[src/rtl/cpu_result_scanner.sv]
// Readback checker for the RISC_V_CPU debug port: walks words lane by lane (MSB lane first),
// compares value_o against an expected-byte stream. Optional: CPU_RESULT_SCANNER_STOP_ON_ERR_EN.
module cpu_result_scanner #(
  parameter int DATA_W = 8,
  parameter int LANES  = 4,
  parameter int ADDR_W = 5,
  parameter int RD_LAT = 1,
  parameter int CNT_W  = 8,
  localparam int LANE_W = (LANES > 1) ? $clog2(LANES) : 1
) (
  input  logic              sys_clk,
  input  logic              sys_reset,
  input  logic              start,
  input  logic              sel_data,
  input  logic [ADDR_W-1:0] base_addr,
  input  logic [CNT_W-1:0]  num_words,
  input  logic              exp_valid,
  input  logic [DATA_W-1:0] exp_data,
  output logic              exp_ready,
  input  logic [DATA_W-1:0] value_o,
  output logic              DataOrReg,
  output logic [ADDR_W-1:0] address,
  output logic [LANE_W-1:0] vout_addr,
  output logic              busy,
  output logic              done,
  output logic              mismatch,
  output logic [CNT_W-1:0]  err_count,
  output logic [CNT_W-1:0]  byte_idx
);

`ifdef CPU_RESULT_SCANNER_STOP_ON_ERR_EN
  localparam bit STOP_ON_ERR = 1'b1;
`else
  localparam bit STOP_ON_ERR = 1'b0;
`endif

  localparam int LAT_W = (RD_LAT > 1) ? $clog2(RD_LAT) : 1;
  localparam logic [LAT_W-1:0]  LAT_MAX  = LAT_W'(RD_LAT - 1);
  localparam logic [LANE_W-1:0] LANE_MAX = LANE_W'(LANES - 1);
  localparam logic [CNT_W-1:0]  ERR_MAX  = '1;

  typedef enum logic [1:0] {
    S_IDLE = 2'd0,
    S_WAIT = 2'd1,
    S_CMP  = 2'd2,
    S_DONE = 2'd3
  } state_t;

  state_t            state;
  logic [LAT_W-1:0]  lat_cnt;
  logic [CNT_W-1:0]  words_left;
  logic              bad_byte;
  logic              last_byte;

  assign exp_ready = (state == S_CMP);
  assign bad_byte  = (value_o != exp_data);
  // words_left counts the current word too, so 1 means this is the final word
  assign last_byte = (vout_addr == '0) && (words_left == CNT_W'(1));

  always_ff @(posedge sys_clk) begin
    if (sys_reset) begin
      state      <= S_IDLE;
      lat_cnt    <= '0;
      words_left <= '0;
      busy       <= 1'b0;
      done       <= 1'b0;
      mismatch   <= 1'b0;
      err_count  <= '0;
      byte_idx   <= '0;
      address    <= '0;
      vout_addr  <= LANE_MAX;
      DataOrReg  <= 1'b0;
    end else begin
      mismatch <= 1'b0;
      case (state)
        S_IDLE, S_DONE: begin
          if (start) begin
            DataOrReg  <= sel_data;
            address    <= base_addr;
            vout_addr  <= LANE_MAX;
            words_left <= num_words;
            err_count  <= '0;
            byte_idx   <= '0;
            lat_cnt    <= '0;
            if (num_words == '0) begin
              state <= S_DONE;
              done  <= 1'b1;
              busy  <= 1'b0;
            end else begin
              state <= S_WAIT;
              done  <= 1'b0;
              busy  <= 1'b1;
            end
          end
        end

        S_WAIT: begin
          if (lat_cnt == LAT_MAX) begin
            state   <= S_CMP;
            lat_cnt <= '0;
          end else begin
            lat_cnt <= lat_cnt + 1'b1;
          end
        end

        S_CMP: begin
          if (exp_valid) begin
            if (bad_byte) begin
              mismatch <= 1'b1;
              if (err_count != ERR_MAX) begin
                err_count <= err_count + 1'b1;
              end
            end
            if (bad_byte && STOP_ON_ERR) begin
              // selects and byte_idx stay on the failing byte for inspection
              state <= S_DONE;
              done  <= 1'b1;
              busy  <= 1'b0;
            end else begin
              byte_idx <= byte_idx + 1'b1;
              if (last_byte) begin
                state <= S_DONE;
                done  <= 1'b1;
                busy  <= 1'b0;
              end else begin
                state <= S_WAIT;
                if (vout_addr == '0) begin
                  vout_addr  <= LANE_MAX;
                  address    <= address + 1'b1;
                  words_left <= words_left - 1'b1;
                end else begin
                  vout_addr <= vout_addr - 1'b1;
                end
              end
            end
          end
        end

        default: state <= S_IDLE;
      endcase
    end
  end

endmodule
[config.mk]
export PLATFORM = sky130hd
export DESIGN_NAME = cpu_result_scanner
export DESIGN_NICKNAME = d
export VERILOG_FILES = /design/src/rtl/cpu_result_scanner.sv
export SDC_FILE = /design/constraint.sdc
export NUM_CORES = 1
export LEC_CHECK = 0
export CAP_MARGIN = 10
export CORE_ASPECT_RATIO = 0.9
export CORE_UTILIZATION = 50
export DETAILED_ROUTE_END_ITERATION = 16
export PLACE_DENSITY = 0.84
export RECOVER_POWER = 25
export SLEW_MARGIN = 20
export SYNTH_ARGS = -nofsm -noshare
export SYNTH_HDL_FRONTEND = slang
export SYNTH_SLANG_ARGS = --single-unit
[constraint.sdc]
create_clock -name sys_clk -period 3.2 [get_ports sys_clk]
set_clock_uncertainty 0.15 [all_clocks]
set_input_delay 0.96 -clock sys_clk [delete_from_list [all_inputs] [get_ports sys_clk]]
set_output_delay 0.96 -clock sys_clk [all_outputs]
set_load 0.02 [all_outputs]
=== Word-level counts from Yosys, hierarchy flattened ===
Index checks and enable logic that the tools add are counted.

* Word-level logic and storage cells: 91
* Register bits after elaboration: 38
* Output and inout bits: 28
* Input port bits: 34

* Add/subtract/negate cells: 6
* Eq/ne operators: 14
* Mux-type cells: 42
* Reduce and logical (&&, ||, !) cells: 16
* Bitwise gates (word level): 2

{| class="wikitable"
|+ Operators by type and width
! operator !! count
|-
| $mux W8 || 9
|-
| $pmux W8 S2 || 3
|-
| $mux W5 || 4
|-
| $mux W2 || 9
|-
| $add A8 B1 Y8 const B || 2
|-
| $mux W1 || 11
|-
| $pmux W5 S2 || 1
|-
| $reduce_and A5 Y1 || 2
|-
| $eq A8 B1 Y1 const B || 1
|-
| $logic_not A8 Y1 || 1
|-
| $ne A2 B1 Y1 const B || 4
|-
| $ne A2 B2 Y1 const B || 4
|-
| $ne A8 B8 Y1 || 1
|-
| $ne A8 B8 Y1 const B || 1
|-
| $reduce_and A4 Y1 || 2
|-
| $sub A8 B1 Y8 const B || 1
|-
| $pmux W1 S2 || 3
|-
| $pmux W2 S3 || 1
|-
| $reduce_and A3 Y1 || 2
|-
| $add A5 B1 Y5 const B || 1
|-
| $eq A2 B2 Y1 const B || 2
|-
| $logic_not A2 Y1 || 2
|-
| $pmux W2 S2 || 1
|-
| $reduce_and A2 Y1 || 2
|-
| other kinds (8) || 10
|}

=== Logic depth before layout (Yosys ltp) ===
* Depth in word-level cells: 5
* Mapped depth: 9
* Depth with buffers taken out: 8

=== Least setup slack after synthesis ===
No wires, ideal clock.

* Kind: input to register
* From: input port exp_data[5]
* To: register err_count[7]
* Setup time: 120 ps
* Required time: 2,930 ps
* Stages: 6
* Path slack: 929 ps
* Buffers on the path: 0
* Arrival: 2,001 ps
* Cells stage by stage: xor2_1 > nor4_1 > nand2_1 > nand3b_1 > nor3_1 > a211o_1

* Word-level cells in the longest chain between the ends: 3

{| class="wikitable"
|+ Ends and longest elaborated chain
! element !! RTL line !! text
|-
| start: declaration || 18 || <nowiki>input logic [DATA_W-1:0] exp_data,</nowiki>
|-
| $ne A8 B8 Y1 || 56 || <nowiki>assign bad_byte = (value_o != exp_data);</nowiki>
|-
| $ne A2 B1 Y1 (no source line) || -- ||
|-
| $reduce_and A5 Y1 (no source line) || -- ||
|-
| end signal: assignment || 111 || <nowiki>err_count <= err_count + 1'b1;</nowiki>
|-
| end: declaration || 27 || <nowiki>output logic [CNT_W-1:0] err_count,</nowiki>
|}

Every way passes these cells.
A chain may end at the register's enable or synchronous reset.

=== Worst setup path in the final report ===
* From: input port start
* To: register err_count[6]

* Word-level cells in the longest chain between the ends: 2

{| class="wikitable"
|+ Ends and longest elaborated chain
! element !! RTL line !! text
|-
| start: declaration || 13 || <nowiki>input logic start,</nowiki>
|-
| $ne A2 B2 Y1 (no source line) || -- ||
|-
| $reduce_and A5 Y1 (no source line) || -- ||
|}

Every way passes these cells.

==> impl_metrics.py <==
metrics = {
    "status": {
        "status": "completed",
    },
    "worst_setup_path": {
        "rr_startpoint": "state[0]$_SDFFE_PP0P_",
        "reg2reg_depth": 8,
        "path_delay_family": "simple AND/OR/NAND/NOR gates",
        "setup.worst_path.start_class": "primary input",
        "worstPathArrival_ns": 2.92,
        "r2r_end": "err_count[6]$_SDFFE_PP0P_",
        "crit_path_top_delay_cell": "dlygate4sd3_1",
        "worstPathMaxFanout": 7,
        "path_cells": "dlygate4sd3_1, nand2b_1, nand3_1, nor2_1, nand3b_1, nand2b_1, o31ai_1",
        "path_class": "in2reg",
        "cp_common_cell": "nand2b_1",
        "critical_path_depth": 7,
        "r2r_slack_ns": 0.75,
        "critical-path-max-stage-delay_ns": 0.59,
        "endpoint_kind": "register",
        "crit_buf_inv": 1,
        "worstPathRequired_ns": 3.25,
    },
    "power_and_ir_drop": {
        "power_switching_share": 0.419,
        "power_w": 0.00217,
        "p_switching_w": 0.000911,
        "comb_power_share": 0.500,
        "power.density_nw_per_um2": 767,
        "intPower_w": 0.00126,
        "leakage_nw": 1.12,
        "pwr-share-clk": 0.193,
        "pwr-share-seq": 0.307,
        "irDropWorstVdd_mv": 0.478,
    },
    "grt": {
        "grt_max_degree": 25,
        "grt_pass1_vias": 1804,
        "grt-busiest-layer": "met2",
        "antenna_found_initial": 0,
        "grt_use_met3": 0.0432,
        "grt_util_met1": 0.305,
        "grt_pass1_wl_mm": 8.02,
        "grt_usage": 0.225,
        "met2_usage": 0.350,
        "grt.overflow.total": 0,
    },
    "floorplanning": {
        "die_w_um": 70.4,
        "ios": 62,
        "num_rows": 21,
        "dieArea_sq_um": 4470,
        "die_h_um": 63.5,
        "initial_core_util": 0.545,
        "core_area_sq_um": 3860,
    },
    "synthesis": {
        "synth_seq_cells": 37,
        "synth_ff_type": "dfxtp_1",
        "syn_area_sq_um": 2100,
        "ys_seq_area_frac": 0.352,
        "async_flop_share": 0,
        "syn_nets": 300,
        "avgSynthCellArea_sq_um": 8.19,
        "ys_warn_count": 0,
        "ys_types": 48,
        "synthCells": 257,
        "synth_edf_count": 0,
    },
    "routing": {
        "via_count": 2022,
        "ant_nets": 0,
        "drt_iter0_drc": 154,
        "wl_per_cell_um": 12.8,
        "drcViolationCount": 0,
        "drt_pass1_iterations": 5,
        "viasPerCell": 5.54,
        "wirelength_mm": 4.66,
    },
    "cells_and_area": {
        "nets": 361,
        "multi_input_comb_area_sq_um": 1250,
        "register_area_sq_um": 741,
        "drive_gt1_frac": 0.0752,
        "diodes": 0,
        "area_delta_synth_final_pct": 34.7,
        "filler_cell_count": 297,
    },
    "timing": {
        "hold_viol": 0,
        "setup_viol": 0,
        "drv_slew": 0,
        "fmax_mhz": 348,
        "fin_crit_sh": 0.897,
        "rsz0062_at_grt": "no",
        "setup_tns_ns": 0,
        "slew_headroom": 0.698,
        "tightest_slew_ns": 0.449,
        "min_period_ns": 2.87,
    },
    "clocking": {
        "cts_resized": 0,
        "cts_sinks": 37,
        "postCtsSetupBuffers": 0,
        "cts.htree.levels": 2,
        "numCtsBuffers": 5,
        "clk-insertion-delay-late_ns": 0.29,
        "cts_buffer_depth": 2,
        "clk_pin_slew_worst_paths_ns": 0.07,
        "cts_tree": "done",
        "cts_hold_repair.buffers": 0,
        "cts_root_buf": "clkbuf_8",
    },
    "place": {
        "hpwl_mm": 3.44,
        "place_congestion": 0.802,
        "portBuffers": 61,
    },
    "worst_hold_path": {
        "min_path_type": "reg2reg",
        "hold_depth": 2,
        "min_to": "DataOrReg$_SDFFE_PP0P_",
        "min_from": "DataOrReg$_SDFFE_PP0P_",
    },
    "job": {
        "maxCapViolCount": 0,
    },
}
==> flip-flops by register name (all words and copies together) (netlist names), 2 cells and up <==
register	count
vout_addr	2
address	5
byte_idx	8
words_left	8
state	2
err_count	8
==> layer usage <==
metal / vias to the layer above / wire [um]
met5: - / 0
met4: 0 / 76
met3: 8 / 256
met2: 58 / 2110
met1: 909 / 2220
li1: 1047 / -
==> logic make-up after synthesis <==
| kind of cell | count (synthesis) | share of synthesized area |
|---|---|---|
| AOI/OAI and AO/OA | 63 | 0.215 |
| xor gates and xnor gates | 14 | 0.0583 |
| adders and majority gates | 9 | 0.0535 |
| buffers and inverters | 19 | 0.0428 |
| DFF | 37 | 0.352 |
| muxes | 2 | 0.00951 |
| and+or+nand+nor | 113 | 0.269 |
==> synthesized netlist by cell type (2+ instances only) <==
| master | instances | area [sq um] |
|---|---|---|
| a211o_1 | 2 | 17.5 |
| a22oi_1 | 7 | 52.6 |
| o22ai_1 | 2 | 12.5 |
| inv_1 | 7 | 26.3 |
| nor3b_1 | 2 | 15.0 |
| and3_1 | 6 | 37.5 |
| xor2_1 | 12 | 105 |
| ha_1 | 9 | 113 |
| a211oi_1 | 3 | 22.5 |
| nor2_1 | 33 | 124 |
| xnor2_1 | 2 | 17.5 |
| a21oi_1 | 14 | 70.1 |
| a31oi_1 | 4 | 25.0 |
| nand2b_1 | 10 | 62.6 |
| nand4_1 | 4 | 25.0 |
| nand2_1 | 26 | 97.6 |
| nor3_1 | 4 | 20.0 |
| o2bb2ai_1 | 3 | 26.3 |
| a211oi_2 | 2 | 25.0 |
| clkbuf_1 | 8 | 30.0 |
| nor4_1 | 4 | 25.0 |
| mux2i_1 | 2 | 20.0 |
| o31ai_1 | 7 | 52.6 |
| o21ai_0 | 10 | 50.1 |
| dfxtp_1 | 37 | 741 |
| nand3_1 | 13 | 65.1 |
| buf_6 | 2 | 22.5 |
| or2_2 | 2 | 12.5 |
==> how the worst max path moves through the flow <==
stage / startpoint / to
6_report: start / err_count[6]$_SDFFE_PP0P_
5_1_grt: start / err_count[6]$_SDFFE_PP0P_
4_1_cts: state[0]$_SDFFE_PP0P_ / exp_ready
3_5_place_dp: start / err_count[6]$_SDFFE_PP0P_
3_3_place_gp: exp_data[5] / err_count[7]$_SDFFE_PP0P_
2_1_floorplan: exp_data[5] / err_count[7]$_SDFFE_PP0P_
==> placed cells by master, fill, tap and decap left out, types with 3 or more instances in the layout <==
cell type | synthesis | final
ha_1 | 9 | 9
nand3_1 | 13 | 14
a21oi_1 | 14 | 14
clkdlybuf4s50_1 | 0 | 54
dlygate4sd3_1 | 0 | 7
clkbuf_8 | 0 | 6
o31ai_1 | 7 | 7
xor2_1 | 12 | 12
nor3_1 | 4 | 4
inv_1 | 7 | 7
buf_4 | 1 | 4
nand4_1 | 4 | 4
o21ai_0 | 10 | 11
dfxtp_1 | 37 | 37
nor4_1 | 4 | 4
a22oi_1 | 7 | 7
nor2_1 | 33 | 33
nand2_1 | 26 | 26
o2bb2ai_1 | 3 | 3
a211oi_1 | 3 | 3
a31oi_1 | 4 | 4
nand2b_1 | 10 | 10
and3_1 | 6 | 6
==> per-stage QoR <==
step | area [sq um] | hold WS [ns] | std cells | util | worst slack (ns)
floorplan | 2100 | 0.332 | 257 | - | 0.929
global placement | 2740 | 0.305 | 357 | 0.710 | 0.352
detailed placement | 2740 | 0.301 | 357 | 0.710 | 0.288
CTS | 2860 | 0.322 | 365 | 0.740 | 0.348
global route | 2840 | 0.324 | 365 | 0.734 | 0.167
finish | 2840 | 0.316 | 365 | 0.734 | 0.330
==> worst reg2reg max path, stage by stage, from the launching register on <==
cell	delay (ns)
dfxtp_1	0.39
inv_1	0.07
ha_1	0.39
or2_2	0.15
nand3_1	0.23
nor2_1	0.32
nand3b_1	0.23
nand2b_1	0.22
o31ai_1	0.21
==> power by group through the flow <==
stage / sequential, W / combinational (W) / clock (W)
after floorplan: 0.000705 / 0.000816 / 0
after global placement: 0.000672 / 0.00110 / 0
after detailed placement: 0.000675 / 0.00112 / 0
after CTS: 0.000665 / 0.00113 / 0.000428
after global routing: 0.000684 / 0.00123 / 0.000452
final: 0.000667 / 0.00109 / 0.000419
==> area by class of cell <==
| cell class | instances | area share |
|---|---|---|
| timing repair buffer | 65 | 0.226 |
| sequential | 37 | 0.261 |
| tap | 46 | 0.0203 |
| clock buffer | 7 | 0.0305 |
| clock inverter | 1 | 0.0106 |
| multi-input combinational | 201 | 0.441 |
| inverter | 8 | 0.0106 |
No activity file was read; power rests on OpenSTA's default activity.
